File: src/rtl/ct_hpcp_evt_wr_ctrl.sv
// ct_hpcp_evt_wr_ctrl
//   Write sequencer for the HPM event-selector bank (mhpmevent3..mhpmevent31).
//   Serialises single CSR writes and a bulk clear into one register write per
//   cycle. Bulk clear has priority over a CSR write in the same cycle.
//
// Ports
//   eventx_clk   : block clock
//   cpurst_b     : asynchronous active-low reset
//   csr_wr_vld   : CSR write request (held by requester until accepted)
//   csr_wr_idx   : target CSR index, IDX_BASE..IDX_BASE+EVT_NUM-1 legal
//   csr_wr_data  : write data, passed through unmodified
//   csr_wr_rdy   : request accepted when csr_wr_vld & csr_wr_rdy
//   clr_req      : bulk-clear request, level sampled in IDLE
//   clr_done     : one-cycle pulse after the last register is cleared
//   evt_wen      : one-hot write enable, bit i = CSR index i+IDX_BASE
//   evt_clk_en   : per-register local clock enable, equals evt_wen
//   evt_wdata    : shared write data, zero whenever no enable is high
//   idx_err      : one-cycle pulse for an accepted write below IDX_BASE
//   ctrl_busy    : sequencer not idle
//   ctrl_clk_en  : keep-alive request for eventx_clk
module ct_hpcp_evt_wr_ctrl #(
    parameter int EVT_NUM   = 29,
    parameter int IDX_WIDTH = 5,
    parameter int IDX_BASE  = 3
) (
    input  logic                 eventx_clk,
    input  logic                 cpurst_b,
    input  logic                 csr_wr_vld,
    input  logic [IDX_WIDTH-1:0] csr_wr_idx,
    input  logic [63:0]          csr_wr_data,
    output logic                 csr_wr_rdy,
    input  logic                 clr_req,
    output logic                 clr_done,
    output logic [EVT_NUM-1:0]   evt_wen,
    output logic [EVT_NUM-1:0]   evt_clk_en,
    output logic [63:0]          evt_wdata,
    output logic                 idx_err,
    output logic                 ctrl_busy,
    output logic                 ctrl_clk_en
);

    localparam int CNT_W = (EVT_NUM > 1) ? $clog2(EVT_NUM) : 1;
    localparam logic [EVT_NUM-1:0]   WEN_LSB  = EVT_NUM'(1);
    localparam logic [CNT_W-1:0]     CNT_LAST = CNT_W'(EVT_NUM - 1);
    localparam logic [IDX_WIDTH-1:0] BASE     = IDX_WIDTH'(IDX_BASE);

    typedef enum logic [1:0] {
        IDLE,
        WRITE,
        CLEAR,
        DONE
    } state_t;

    state_t               state;
    logic [CNT_W-1:0]     cnt;
    logic [CNT_W-1:0]     cnt_nxt;
    logic [IDX_WIDTH-1:0] wr_off;
    logic                 idx_low;
    logic                 idx_legal;

    assign cnt_nxt   = cnt + CNT_W'(1);
    assign wr_off    = csr_wr_idx - BASE;
    assign idx_low   = (csr_wr_idx < BASE);
    assign idx_legal = !idx_low && (32'(wr_off) < EVT_NUM);

    assign csr_wr_rdy  = (state == IDLE) && !clr_req;
    assign ctrl_busy   = (state != IDLE);
    assign ctrl_clk_en = ctrl_busy | csr_wr_vld | clr_req;
    assign evt_clk_en  = evt_wen;

    // The output registers are loaded on the edge that enters a state, so the
    // enable for a write (or for clear slot cnt) is visible during the cycle
    // the FSM spends in WRITE (or CLEAR with that cnt value).
    always_ff @(posedge eventx_clk or negedge cpurst_b) begin
        if (!cpurst_b) begin
            state     <= IDLE;
            cnt       <= '0;
            evt_wen   <= '0;
            evt_wdata <= '0;
            clr_done  <= 1'b0;
            idx_err   <= 1'b0;
        end else begin
            evt_wen   <= '0;
            evt_wdata <= '0;
            clr_done  <= 1'b0;
            idx_err   <= 1'b0;
            case (state)
                IDLE: begin
                    if (clr_req) begin
                        state   <= CLEAR;
                        cnt     <= '0;
                        evt_wen <= WEN_LSB;
                    end else if (csr_wr_vld) begin
                        state   <= WRITE;
                        idx_err <= idx_low;
                        if (idx_legal) begin
                            evt_wen   <= WEN_LSB << wr_off;
                            evt_wdata <= csr_wr_data;
                        end
                    end
                end
                WRITE: begin
                    state <= IDLE;
                end
                CLEAR: begin
                    if (cnt == CNT_LAST) begin
                        state    <= DONE;
                        clr_done <= 1'b1;
                    end else begin
                        cnt     <= cnt_nxt;
                        evt_wen <= WEN_LSB << cnt_nxt;
                    end
                end
                DONE: begin
                    state <= IDLE;
                end
                default: begin
                    state <= IDLE;
                end
            endcase
        end
    end

endmodule

File: config.mk
export PLATFORM = sky130hd
export DESIGN_NAME = ct_hpcp_evt_wr_ctrl
export DESIGN_NICKNAME = d
export VERILOG_FILES = /design/src/rtl/ct_hpcp_evt_wr_ctrl.sv
export SDC_FILE = /design/constraint.sdc
export NUM_CORES = 1
export LEC_CHECK = 0
export ABC_AREA = 1
export CAP_MARGIN = 20
export CORE_ASPECT_RATIO = 2
export CORE_MARGIN = 1
export CORE_UTILIZATION = 59
export CTS_BUF_LIST = sky130_fd_sc_hd__clkbuf_2
export CTS_CLUSTER_SIZE = 25
export DETAILED_ROUTE_END_ITERATION = 12
export DONT_BUFFER_PORTS = 1
export PLACE_DENSITY = 0.78
export SLEW_MARGIN = 10
export SYNTH_ARGS = -nofsm -noshare
export SYNTH_HDL_FRONTEND = slang
export SYNTH_SLANG_ARGS = --single-unit
File: constraint.sdc
create_clock -name eventx_clk -period 1.5 [get_ports eventx_clk]
set_input_delay 0.3 -clock eventx_clk [delete_from_list [all_inputs] [get_ports eventx_clk]]
set_output_delay 0.3 -clock eventx_clk [all_outputs]
set_load 0.03 [all_outputs]
==> metrics.txt, run 1 <==
# TYPE chip_impl_metric gauge
chip_impl_metric{name="synthToLayoutAreaGrowth",unit="%"} 41.09
chip_impl_metric{name="final-setup-viol-count",unit=""} 51
chip_impl_metric{name="sw_frac_of_total",unit=""} 0.4422
chip_impl_metric{name="die_w",unit="um"} 64.24
chip_impl_metric{name="power.clock.fraction",unit=""} 0.141
chip_impl_metric{name="via_per_inst",unit=""} 5.661
chip_impl_metric{name="final.fill_count",unit=""} 358
chip_impl_info{name="min-delay-path-class",value="in2async"} 1
chip_impl_metric{name="finalNetCount",unit=""} 690
chip_impl_info{name="root_buffer",value="sky130_fd_sc_hd__clkbuf_2"} 1
chip_impl_metric{name="relSlewSlack",unit=""} 0.7714
chip_impl_info{name="status",value="finished with violations"} 1
chip_impl_metric{name="grt_overflow_total",unit=""} 0
chip_impl_metric{name="grt_pass1_vias",unit=""} 4099
chip_impl_metric{name="required",unit="ns"} 1.20
chip_impl_metric{name="postSynthNetCount",unit=""} 578
chip_impl_metric{name="dieArea",unit="um2"} 8124
chip_impl_metric{name="final_max_slew_viol_count",unit=""} 0
chip_impl_metric{name="worst_path_largest_cell_delay",unit="ns"} 0.48
chip_impl_metric{name="syn_inst",unit=""} 495
chip_impl_metric{name="distinct_cell_type_count_after_synthesis",unit=""} 25
chip_impl_metric{name="data_arrival_critical_path",unit="ns"} 1.49
chip_impl_metric{name="dieHeight",unit="um"} 126.5
chip_impl_metric{name="grt_first_pass_wirelength",unit="um"} 21030
chip_impl_metric{name="critical_path.max_fanout",unit=""} 4
chip_impl_info{name="worst_r2r_endpoint",value="evt_clk_en[7]$_DFF_PN0_"} 1
chip_impl_metric{name="switchingPower",unit="mW"} 3.888
chip_impl_metric{name="timing.final.ws_setup",unit="ns"} -0.2858
chip_impl_metric{name="avgSynthCellArea",unit="um2"} 9.234
chip_impl_metric{name="clock_insertion_delay_worst_skew",unit="ns"} 0.62
chip_impl_metric{name="dpl.hpwl",unit="um"} 8100
chip_impl_metric{name="drtIter0Drc",unit=""} 382
chip_impl_metric{name="ys_seq_area_frac",unit=""} 0.5584
chip_impl_info{name="r2r_start",value="cnt[0]$_DFFE_PN0P_"} 1
chip_impl_metric{name="netlist_area",unit="um2"} 4571
chip_impl_metric{name="tritoncts_num_sinks",unit=""} 102
chip_impl_info{name="violated_checks",value="negative hold slack, negative setup slack"} 1
chip_impl_metric{name="design.portCount",unit=""} 200
chip_impl_metric{name="tot_gr_track_use",unit=""} 0.3559
chip_impl_metric{name="reg2reg_setup_slack",unit="ns"} -0.11
chip_impl_metric{name="maxClockFrequency",unit="MHz"} 560.0
chip_impl_info{name="critPathMostFrequentCell",value="sky130_fd_sc_hd__nor2_4"} 1
chip_impl_metric{name="share_comb_of_total_power",unit=""} 0.442
chip_impl_metric{name="timing.clock.skew",unit="ns"} 0.03365
chip_impl_metric{name="preCtsSetupSlack",unit="ns"} -0.1878
chip_impl_metric{name="worst_hold_slack",unit="ns"} -0.6907
chip_impl_metric{name="route.vias.total",unit=""} 4008
chip_impl_metric{name="ratio_of_cells_with_drive_above_1_in_the_final_layout",unit=""} 0.4657
chip_impl_metric{name="total_power",unit="mW"} 8.792
chip_impl_metric{name="period_share",unit=""} 1.191
chip_impl_metric{name="worst-r2r-cell-count",unit=""} 8
chip_impl_metric{name="yosysWarningCount",unit=""} 0
chip_impl_metric{name="coreArea",unit="um2"} 7545
chip_impl_info{name="unrepaired_setup_endpoints_after_global_routing",value="true"} 1
chip_impl_metric{name="route.detailed.wl_per_inst",unit="um"} 21.39
chip_impl_metric{name="max_cap_violations",unit=""} 0
chip_impl_metric{name="final_design_utilization",unit=""} 0.8547
chip_impl_metric{name="initial_core_util",unit=""} 0.6058
chip_impl_metric{name="overall_routed_net_length",unit="um"} 15150
chip_impl_metric{name="antenna_found_initial",unit=""} 1
chip_impl_metric{name="power_density",unit="nW/um2"} 1363
chip_impl_metric{name="htree_num_levels",unit=""} 3
chip_impl_info{name="yosys_top_cell_by_area",value="sky130_fd_sc_hd__dfrtp_1"} 1
chip_impl_metric{name="fraction_of_synthesized_cell_area_taken_by_the_top_area_cell_type",unit=""} 0.5584
chip_impl_metric{name="drt_pass1_iterations",unit=""} 4
chip_impl_metric{name="regArea",unit="um2"} 2636
chip_impl_info{name="path_class",value="reg2out"} 1
chip_impl_metric{name="power.sequential.fraction",unit=""} 0.417
chip_impl_info{name="setup.worst_path.end_class",value="primary output"} 1
chip_impl_metric{name="gp_routability_congestion",unit=""} 0.9521
chip_impl_info{name="cts_tree",value="done"} 1
chip_impl_metric{name="cts_buffer_depth",unit=""} 2
chip_impl_metric{name="io_buffer_count",unit=""} 0
chip_impl_metric{name="shortest_clock_period_the_worst_path_allows_after_layout",unit="ns"} 1.786
chip_impl_info{name="setup.worst_path.start_class",value="flop"} 1
chip_impl_metric{name="ys_ff_latch",unit=""} 102
chip_impl_metric{name="totalNegativeSetupSlack",unit="ns"} -2.914
chip_impl_metric{name="drc",unit=""} 0
chip_impl_metric{name="clk_pin_slew_worst_paths",unit="ns"} 0.32
chip_impl_info{name="slowest_cell_on_the_critical_path",value="sky130_fd_sc_hd__dfrtp_1"} 1
chip_impl_metric{name="row_count",unit=""} 45
chip_impl_metric{name="cts_buffers",unit=""} 9
chip_impl_info{name="post_synth_main_area_contributors",value="sky130_fd_sc_hd__dfrtp_1 (56%), sky130_fd_sc_hd__nand2_1 (11%), sky130_fd_sc_hd__nor2_1 (6.1%)"} 1
chip_impl_metric{name="maximum_vdd_ir_drop",unit="mV"} 1.371
chip_impl_metric{name="final_hold_viol_count",unit=""} 102
chip_impl_info{name="crit_chain",value="nor2_4 > nand2_4 > nor2_4 > inv_2"} 1
chip_impl_metric{name="multi_input_area",unit="um2"} 1906
chip_impl_metric{name="lkg_pwr",unit="nW"} 2.927
chip_impl_metric{name="antenna_violating_nets_post_route",unit=""} 0
chip_impl_metric{name="worst_pin_slew",unit="ns"} 0.3416
chip_impl_metric{name="cellInternalPower",unit="mW"} 4.904
chip_impl_metric{name="maximum_number_of_pins_on_one_net_before_global_route_repair",unit=""} 103
[routing by layer]
| metal | vias to the layer above | track usage | share of wire |
|---|---|---|---|
| met3 | 84 | 0.1160 | 0.075 |
| li1 | 1725 | - | - |
| met1 | 1948 | 0.3258 | 0.31 |
| met2 | 251 | 0.6339 | 0.54 |
| met5 | - | 0 | 0 |
| met4 | 0 | 0.2588 | 0.078 |
[through the flow]
stage	hold slack, ns	std cells	area (um2)
floorplan	0.004409	495	4571
global placement	0.006034	595	4757
detailed placement	0.006209	595	4757
CTS	-0.6914	692	5942
global route	-0.7300	707	6446
finish	-0.6907	708	6449
[cell type report]
type	count	share of cell area
clock buffer	10	0.007761
inverter	37	0.02348
timing repair buffer	145	0.2367
tap	94	0.01824
sequential	102	0.4088
clock inverter	6	0.008731
antenna	2	0.0007761
multi-input combinational	312	0.2955
[Yosys cell counts (all sizes together)]
master,instances
nand2,136
nor2,104
dfrtp,102
buf,45
inv,37
nand3,29
o21ai,24
ha,10
nor3,3
nand4,2
a211oi,1
o22ai,1
xor2,1
[flip-flops by register name, indices dropped and copies added, names as in the netlist]
| signal | flops |
|---|---|
| state | 2 |
| clr_done | 1 |
| cnt | 5 |
| evt_clk_en | 29 |
| idx_err | 1 |
| evt_wdata | 64 |
[power by group through the flow]
stage	sequential [mW]	combinational, mW	clock [mW]
CTS	3.58	2.96	1.23
finish	3.66	3.89	1.24
detailed placement	3.61	2.15	0
global placement	3.60	2.11	0
floorplan	3.65	1.50	0
global route	3.69	4.08	1.37
[worst max-delay path, delay by kind of cell (launching register included)]
family	cells	cell delay [ns]
buffers and inverters	1	0.09
flip-flops	1	0.48
AND/OR/NAND/NOR	3	0.34
[cells in the final DEF (no fill, tap or decap), drive strengths merged]
cell type / count
nand2: 136
nor2: 105
dfrtp: 102
buf: 74
dlygate4sd3: 70
inv: 39
nand3: 29
o21ai: 24
clkbuf: 11
ha: 10
nor3: 3
clkinv: 3
diode: 2
nand4: 2
xor2: 1
a211oi: 1
o22ai: 1
clkinvlp: 1
[worst max path at each step]
stage                                     from                        to  slack (ns)
after global placement      cnt[0]$_DFFE_PN0P_   evt_clk_en[3]$_DFF_PN0_        -0.1
after detailed placement    cnt[0]$_DFFE_PN0P_  evt_clk_en[20]$_DFF_PN0_       -0.19
after floorplan             cnt[0]$_DFFE_PN0P_   evt_clk_en[1]$_DFF_PN0_        0.07
after global routing      state[1]$_DFFE_PN0P_               ctrl_clk_en       -0.36
after CTS                 state[0]$_DFFE_PN0P_               ctrl_clk_en       -0.30
final                     state[1]$_DFFE_PN0P_               ctrl_clk_en       -0.29
[logic make-up after synthesis]
family                     Yosys count  share of synthesized area
and+or+nand+nor                    274                     0.2713
DFF                                102                     0.5584
buffers and inverters               82                     0.1100
AOI/OAI and AO/OA                   26                    0.02929
adders and majority gates           10                    0.02737
xor gates and xnor gates             1                   0.003560
[repair_timing]
action                     4_1_cts  5_1_grt
setup endpoints to repair      101      212
gates resized for setup        100      137
buffers inserted                 9       12
hold buffers                    69        1
pin swaps                       12       35
hold endpoints to repair       173      103
gates cloned                     3        2
Note: power is estimated with default switching activity, not from simulation.
==> inputs of run 2 (changes only) <==
CORE_UTILIZATION = 65   (was 59)
PLACE_DENSITY = 0.81   (was 0.78)
clock period = 1.73 ns   (was 1.5 ns; I/O delays follow)
==> run 2 against run 1 <==
Against the previous run:
- the run still ends with negative hold slack, negative setup slack left
- largest power group is now sequential cells
- critical endpoint unchanged
- clock-buffer cell count is 1 lower
- non-clock buffer count shrank 62
- hold slack better by 0.085 ns
- die area shrank 9.0%
- highest routed layer unchanged
- combinational power is 54% lower
- largest cell class unchanged
==> metrics.txt, run 2 (synthesis results as in run 1) <==
# TYPE chip_impl_metric gauge
chip_impl_metric{name="row_count",unit=""} 42
chip_impl_metric{name="drtIter0Drc",unit=""} 330
chip_impl_metric{name="grt_first_pass_wirelength",unit="um"} 18290
chip_impl_metric{name="drc",unit=""} 0
chip_impl_metric{name="tritoncts_num_sinks",unit=""} 102
chip_impl_metric{name="gp_routability_congestion",unit=""} 0.9842
chip_impl_metric{name="route.detailed.wl_per_inst",unit="um"} 20.76
chip_impl_metric{name="met1_usage",unit=""} 0.3435
chip_impl_metric{name="grt_util_met3",unit=""} 0.1048
chip_impl_metric{name="design.portCount",unit=""} 200
chip_impl_metric{name="reg2reg_setup_slack",unit="ns"} 0.05
chip_impl_info{name="unrepaired_setup_endpoints_after_global_routing",value="true"} 1
chip_impl_info{name="layout_commonest_cell",value="sky130_fd_sc_hd__nand2_1"} 1
chip_impl_metric{name="antenna_found_initial",unit=""} 1
chip_impl_metric{name="timing.final.ws_setup",unit="ns"} -0.09699
chip_impl_metric{name="grt_pass1_vias",unit=""} 3563
chip_impl_info{name="timing.critical_path.to",value="ctrl_clk_en"} 1
chip_impl_metric{name="shortest_clock_period_the_worst_path_allows_after_layout",unit="ns"} 1.827
chip_impl_metric{name="multi_input_area",unit="um2"} 1550
chip_impl_metric{name="lkg_pwr",unit="nW"} 2.531
chip_impl_metric{name="final-setup-viol-count",unit=""} 3
chip_impl_metric{name="totalNegativeSetupSlack",unit="ns"} -0.1470
chip_impl_metric{name="final_cell_area",unit="um2"} 5359
chip_impl_metric{name="final.fill_count",unit=""} 427
chip_impl_metric{name="regArea",unit="um2"} 2564
chip_impl_metric{name="initial_core_util",unit=""} 0.6795
chip_impl_info{name="r2r_start",value="cnt[1]$_DFFE_PN0P_"} 1
chip_impl_metric{name="holdBufCountCts",unit=""} 66
chip_impl_metric{name="detailed_place.area",unit="um2"} 4442
chip_impl_metric{name="maxClockFrequency",unit="MHz"} 547.3
chip_impl_metric{name="maximum_number_of_pins_on_one_net_before_global_route_repair",unit=""} 103
chip_impl_metric{name="maximum_vdd_ir_drop",unit="mV"} 0.9769
chip_impl_info{name="global_route.peak_usage_layer",value="met2"} 1
chip_impl_metric{name="ratio_of_cells_with_drive_above_1_in_the_final_layout",unit=""} 0.1730
chip_impl_metric{name="dpl.hpwl",unit="um"} 7885
chip_impl_info{name="cts_tree",value="done"} 1
chip_impl_metric{name="overall_routed_net_length",unit="um"} 13250
chip_impl_metric{name="cts_buffers",unit=""} 9
chip_impl_metric{name="dieArea",unit="um2"} 7392
chip_impl_metric{name="use_met2",unit=""} 0.6372
chip_impl_info{name="root_buffer",value="sky130_fd_sc_hd__clkbuf_2"} 1
chip_impl_metric{name="dieHeight",unit="um"} 120.6
chip_impl_metric{name="worst-r2r-cell-count",unit=""} 8
chip_impl_metric{name="relSlewSlack",unit=""} 0.6135
chip_impl_metric{name="timing.clock.skew",unit="ns"} 0.03307
chip_impl_info{name="cp_startpoint",value="state[1]$_DFFE_PN0P_"} 1
chip_impl_metric{name="worst_pin_slew",unit="ns"} 0.5802
chip_impl_metric{name="period_share",unit=""} 1.056
chip_impl_metric{name="grt_overflow_total",unit=""} 0
chip_impl_metric{name="drt_pass1_iterations",unit=""} 5
chip_impl_metric{name="required",unit="ns"} 1.38
chip_impl_metric{name="finalNetCount",unit=""} 627
chip_impl_metric{name="data_arrival_critical_path",unit="ns"} 1.48
chip_impl_info{name="min-delay-path-class",value="in2async"} 1
chip_impl_metric{name="io_buffer_count",unit=""} 0
chip_impl_info{name="violated_checks",value="negative hold slack, negative setup slack"} 1
chip_impl_metric{name="clock_insertion_delay_worst_skew",unit="ns"} 0.56
chip_impl_info{name="layout_common_cells",value="sky130_fd_sc_hd__nand2_1 (130), sky130_fd_sc_hd__dfrtp_1 (93), sky130_fd_sc_hd__nor2_1 (70)"} 1
chip_impl_metric{name="antenna_violating_nets_post_route",unit=""} 0
chip_impl_metric{name="final_hold_viol_count",unit=""} 102
chip_impl_metric{name="cts_buffer_depth",unit=""} 2
chip_impl_metric{name="largest_reg_flops",unit=""} 64
chip_impl_metric{name="tot_gr_track_use",unit=""} 0.3574
chip_impl_metric{name="critical_path.max_fanout",unit=""} 4
chip_impl_metric{name="die_w",unit="um"} 61.30
chip_impl_metric{name="final_design_utilization",unit=""} 0.7967
chip_impl_metric{name="clk_pin_slew_worst_paths",unit="ns"} 0.32
chip_impl_metric{name="power_density",unit="nW/um2"} 1172
chip_impl_metric{name="via_per_inst",unit=""} 5.639
chip_impl_info{name="path_class",value="reg2out"} 1
chip_impl_metric{name="final_max_slew_viol_count",unit=""} 0
chip_impl_info{name="setup.worst_path.start_class",value="flop"} 1
chip_impl_metric{name="max_cap_violations",unit=""} 0
chip_impl_metric{name="htree_num_levels",unit=""} 3
chip_impl_info{name="largest-register",value="evt_wdata"} 1
chip_impl_metric{name="synthToLayoutAreaGrowth",unit="%"} 17.25
chip_impl_metric{name="route.vias.total",unit=""} 3598
chip_impl_info{name="status",value="finished with violations"} 1
chip_impl_metric{name="coreArea",unit="um2"} 6726
chip_impl_metric{name="worst_hold_slack",unit="ns"} -0.6056
chip_impl_info{name="setup.worst_path.end_class",value="primary output"} 1
chip_impl_info{name="worst_r2r_endpoint",value="evt_clk_en[14]$_DFF_PN0_"} 1
[run 2: cell count changes in the layout (fill, tap and decap cells not counted), moves of 9 or more]
cell                      before  now
sky130_fd_sc_hd__dfrtp_1      35   93
sky130_fd_sc_hd__dfrtp_2      67    9
sky130_fd_sc_hd__buf_6        40    2
sky130_fd_sc_hd__nand2_1     111  130
sky130_fd_sc_hd__o21ai_2      19    0
sky130_fd_sc_hd__buf_4        27   10
sky130_fd_sc_hd__nand3_1       9   26
sky130_fd_sc_hd__nand3_2      17    2
sky130_fd_sc_hd__o21ai_0       1   16
sky130_fd_sc_hd__nand2_2      17    3
sky130_fd_sc_hd__nor2_1       61   70
[run 2: timing repair]
action | CTS | global route
buffers inserted | 3 | 3
gates cloned | 0 | 1
hold endpoints to repair | 169 | 102
gates resized for setup | 11 | 19
pin swaps | 2 | 3
setup endpoints to repair | 18 | 36
[run 2: worst min-delay path by stage]
stage | endpoint | cells past startpoint
3_5_place_dp | evt_wdata[20]$_DFF_PN0_ | 0
6_report | evt_wdata[28]$_DFF_PN0_ | 0
3_3_place_gp | evt_wdata[20]$_DFF_PN0_ | 0
4_1_cts | evt_wdata[1]$_DFF_PN0_ | 0
2_1_floorplan | clr_done$_DFF_PN0_ | 0
5_1_grt | evt_wdata[28]$_DFF_PN0_ | 0
[run 2: cell type report]
cell class | count | area share
flip-flops and latches | 102 | 0.4784
multi-input cells | 311 | 0.2893
repair buffers | 83 | 0.1611
inverters | 37 | 0.02638
well taps | 88 | 0.02055
clock inverters | 7 | 0.01541
clock buffers | 9 | 0.008405
diodes | 1 | 0.0004670
[run 2: stage by stage]
stage	power, mW	instances	worst slack (ns)
after floorplan	4.459	495	0.2850
after global placement	4.676	548	-0.05083
after detailed placement	4.730	548	-0.09990
after CTS	6.081	633	-0.08990
after global routing	6.548	638	-0.1518
final	6.282	638	-0.09699
[run 2: layer usage]
layer | part of all wire | routed length, um
met5 | 0 | 0
met4 | 0.050 | 668
met3 | 0.085 | 1129
met2 | 0.55 | 7343
met1 | 0.31 | 4105
[run 2: where the power goes]
part / internal, mW / switching [mW] / total [mW]
combinational: 0.622 / 1.16 / 1.79
sequential: 2.63 / 0.674 / 3.30
clock: 0.351 / 0.843 / 1.19
total: 3.60 / 2.68 / 6.28
[run 2: critical path, cell delays in order (launching register included)]
cell and delay, ns:
sky130_fd_sc_hd__dfrtp_1 0.47, sky130_fd_sc_hd__nor2_4 0.15, sky130_fd_sc_hd__nand2_4 0.10, sky130_fd_sc_hd__nor2_4 0.11, sky130_fd_sc_hd__inv_2 0.09
==> inputs of run 3 (changes only) <==
GPL_TIMING_DRIVEN = 0   (was default)
==> run 3 against run 2 <==
Against the previous run:
- the flow still finishes with violations (negative hold slack, negative setup slack)
- cell count grew 6.7%
- wire length grew 9.5%
- highest routed layer unchanged
- critical endpoint unchanged
- flip-flop and latch count is the same
- critical path depth is the same
- non-clock buffer count grew 41
- die area is the same
- sequential power shrank 3%
- maximum frequency grew 1.8%
- global-route usage grew 3.6 points
==> metrics.txt, run 3 (synthesis results as in run 1) <==
# TYPE chip_impl_metric gauge
chip_impl_info{name="layout_commonest_cell",value="sky130_fd_sc_hd__nand2_1"} 1
chip_impl_metric{name="relSlewSlack",unit=""} 0.7231
chip_impl_metric{name="antenna_found_initial",unit=""} 3
chip_impl_metric{name="final_max_slew_viol_count",unit=""} 0
chip_impl_info{name="slowest_cell_on_the_critical_path",value="sky130_fd_sc_hd__dfrtp_1"} 1
chip_impl_info{name="path_class",value="reg2out"} 1
chip_impl_metric{name="worst-r2r-cell-count",unit=""} 9
chip_impl_metric{name="holdBufCountCts",unit=""} 67
chip_impl_metric{name="worst-path-stages",unit=""} 4
chip_impl_metric{name="io_buffer_count",unit=""} 0
chip_impl_info{name="kind_of_cell_adding_the_most_delay_to_the_critical_path",value="flip-flops"} 1
chip_impl_metric{name="gp_routability_congestion",unit=""} 0.9723
chip_impl_metric{name="worst_hold_slack",unit="ns"} -0.5984
chip_impl_metric{name="grt_overflow_total",unit=""} 0
chip_impl_metric{name="die_w",unit="um"} 61.30
chip_impl_info{name="largest-register",value="evt_wdata"} 1
chip_impl_metric{name="route.detailed.wl_per_inst",unit="um"} 21.29
chip_impl_metric{name="design.portCount",unit=""} 200
chip_impl_metric{name="data_arrival_critical_path",unit="ns"} 1.45
chip_impl_metric{name="timing.clock.skew",unit="ns"} 0.02357
chip_impl_metric{name="ratio_of_cells_with_drive_above_1_in_the_final_layout",unit=""} 0.2746
chip_impl_info{name="r2r_start",value="state[1]$_DFFE_PN0P_"} 1
chip_impl_metric{name="cts_buffers",unit=""} 9
chip_impl_metric{name="htree_num_levels",unit=""} 3
chip_impl_metric{name="timing.final.ws_setup",unit="ns"} -0.06517
chip_impl_info{name="violated_checks",value="negative hold slack, negative setup slack"} 1
chip_impl_metric{name="critical_path.max_fanout",unit=""} 3
chip_impl_metric{name="dpl.hpwl",unit="um"} 8406
chip_impl_metric{name="drt_pass1_iterations",unit=""} 5
chip_impl_metric{name="reg2reg_setup_slack",unit="ns"} 0.03
chip_impl_metric{name="period_share",unit=""} 1.038
chip_impl_metric{name="row_count",unit=""} 42
chip_impl_info{name="cts_tree",value="done"} 1
chip_impl_info{name="setup.worst_path.end_class",value="primary output"} 1
chip_impl_metric{name="final_hold_viol_count",unit=""} 102
chip_impl_metric{name="clock_insertion_delay_worst_skew",unit="ns"} 0.56
chip_impl_metric{name="dieArea",unit="um2"} 7392
chip_impl_metric{name="synthToLayoutAreaGrowth",unit="%"} 25.51
chip_impl_info{name="critPathMostFrequentCell",value="sky130_fd_sc_hd__nor2_4"} 1
chip_impl_metric{name="shortest_clock_period_the_worst_path_allows_after_layout",unit="ns"} 1.795
chip_impl_metric{name="drc",unit=""} 0
chip_impl_metric{name="route.vias.total",unit=""} 3890
chip_impl_info{name="setup.worst_path.start_class",value="flop"} 1
chip_impl_info{name="root_buffer",value="sky130_fd_sc_hd__clkbuf_2"} 1
chip_impl_metric{name="required",unit="ns"} 1.38
chip_impl_info{name="cp_startpoint",value="state[1]$_DFFE_PN0P_"} 1
chip_impl_metric{name="drtIter0Drc",unit=""} 390
chip_impl_info{name="layout_common_cells",value="sky130_fd_sc_hd__nand2_1 (129), sky130_fd_sc_hd__dfrtp_1 (73), sky130_fd_sc_hd__nor2_1 (66), sky130_fd_sc_hd__dlygate4sd3_1 (66), sky130_fd_sc_hd__buf_4 (41)"} 1
chip_impl_metric{name="overall_routed_net_length",unit="um"} 14500
chip_impl_metric{name="final-setup-viol-count",unit=""} 3
chip_impl_metric{name="initial_core_util",unit=""} 0.6795
chip_impl_metric{name="worst_pin_slew",unit="ns"} 0.4122
chip_impl_metric{name="dieHeight",unit="um"} 120.6
chip_impl_metric{name="tot_gr_track_use",unit=""} 0.3938
chip_impl_info{name="unrepaired_setup_endpoints_after_global_routing",value="true"} 1
chip_impl_metric{name="maximum_number_of_pins_on_one_net_before_global_route_repair",unit=""} 103
chip_impl_metric{name="power_density",unit="nW/um2"} 1138
chip_impl_metric{name="grt_first_pass_wirelength",unit="um"} 20340
chip_impl_metric{name="cts_buffer_depth",unit=""} 2
chip_impl_metric{name="grt_pass1_vias",unit=""} 3923
chip_impl_metric{name="maxClockFrequency",unit="MHz"} 557.1
chip_impl_metric{name="antenna_violating_nets_post_route",unit=""} 0
chip_impl_info{name="worst_r2r_endpoint",value="evt_clk_en[13]$_DFF_PN0_"} 1
chip_impl_info{name="crit_chain",value="nor2_4 > nand2_4 > nor2_4 > inv_4"} 1
chip_impl_metric{name="largest_reg_flops",unit=""} 64
chip_impl_metric{name="lkg_pwr",unit="nW"} 2.740
chip_impl_info{name="min-delay-path-class",value="in2async"} 1
chip_impl_info{name="status",value="finished with violations"} 1
chip_impl_metric{name="via_per_inst",unit=""} 5.712
chip_impl_metric{name="maximum_vdd_ir_drop",unit="mV"} 0.9543
chip_impl_metric{name="final_design_utilization",unit=""} 0.8529
chip_impl_metric{name="clk_pin_slew_worst_paths",unit="ns"} 0.29
chip_impl_metric{name="worst_path_largest_cell_delay",unit="ns"} 0.47
chip_impl_metric{name="max_cap_violations",unit=""} 0
chip_impl_info{name="timing.critical_path.to",value="ctrl_clk_en"} 1
chip_impl_metric{name="tritoncts_num_sinks",unit=""} 102
chip_impl_metric{name="finalNetCount",unit=""} 668
chip_impl_metric{name="coreArea",unit="um2"} 6726
chip_impl_metric{name="critical_path.n_buffers_inverters",unit=""} 1
run 3: through the flow:
stage / setup slack, ns / cells / TNS [ns] / total power, mW / instance area [um2]
finish: -0.06517 / 681 / -0.1070 / 6.531 / 5737
global route: -0.1352 / 681 / -0.6839 / 6.815 / 5737
global placement: -0.06909 / 583 / -0.08768 / 4.776 / 4681
floorplan: 0.2850 / 495 / 0 / 4.459 / 4571
detailed placement: -0.08968 / 583 / -0.1300 / 4.820 / 4681
CTS: -0.1175 / 673 / -0.2610 / 6.215 / 5583
run 3: layout make-up:
| class | instances | area [um2] |
|---|---|---|
| multi-input combinational | 311 | 1584 |
| fill | 363 | 989.7 |
| tap | 88 | 110.1 |
| clock inverter | 5 | 57.56 |
| clock buffer | 11 | 55.05 |
| antenna | 3 | 7.507 |
| buffer | 45 | 415.4 |
| timing repair buffer | 79 | 774.5 |
| inverter | 37 | 143.9 |
| sequential | 102 | 2589 |
run 3: how the worst min path moves through the flow:
| stage | start | to | slack, ns | cells after the start |
|---|---|---|---|---|
| after detailed placement | cpurst_b | evt_wdata[17]$_DFF_PN0_ | 0.05 | 0 |
| after global routing | cpurst_b | evt_wdata[44]$_DFF_PN0_ | -0.65 | 0 |
| after floorplan | cpurst_b | clr_done$_DFF_PN0_ | 0.05 | 0 |
| after CTS | cpurst_b | evt_clk_en[9]$_DFF_PN0_ | -0.63 | 0 |
| final | cpurst_b | evt_wdata[20]$_DFF_PN0_ | -0.60 | 0 |
| after global placement | cpurst_b | evt_wdata[17]$_DFF_PN0_ | 0.05 | 0 |
run 3: routing by layer:
layer  share of wire  track usage
met1            0.30       0.3706
met2            0.54       0.6732
met3           0.085       0.1369
met4           0.074       0.2614
met5               0            0
run 3: repair_timing:
action,in CTS,in global routing
gates resized for setup,37,41
pin swaps,4,10
endpoints found under the hold margin,169,102
buffers inserted,7,6
endpoints found under the setup margin,37,87
run 3: power by group:
| part | switching (mW) | internal [mW] |
|---|---|---|
| registers | 0.548 | 2.64 |
| logic | 1.36 | 0.807 |
| clock network | 0.820 | 0.353 |
| total | 2.73 | 3.80 |
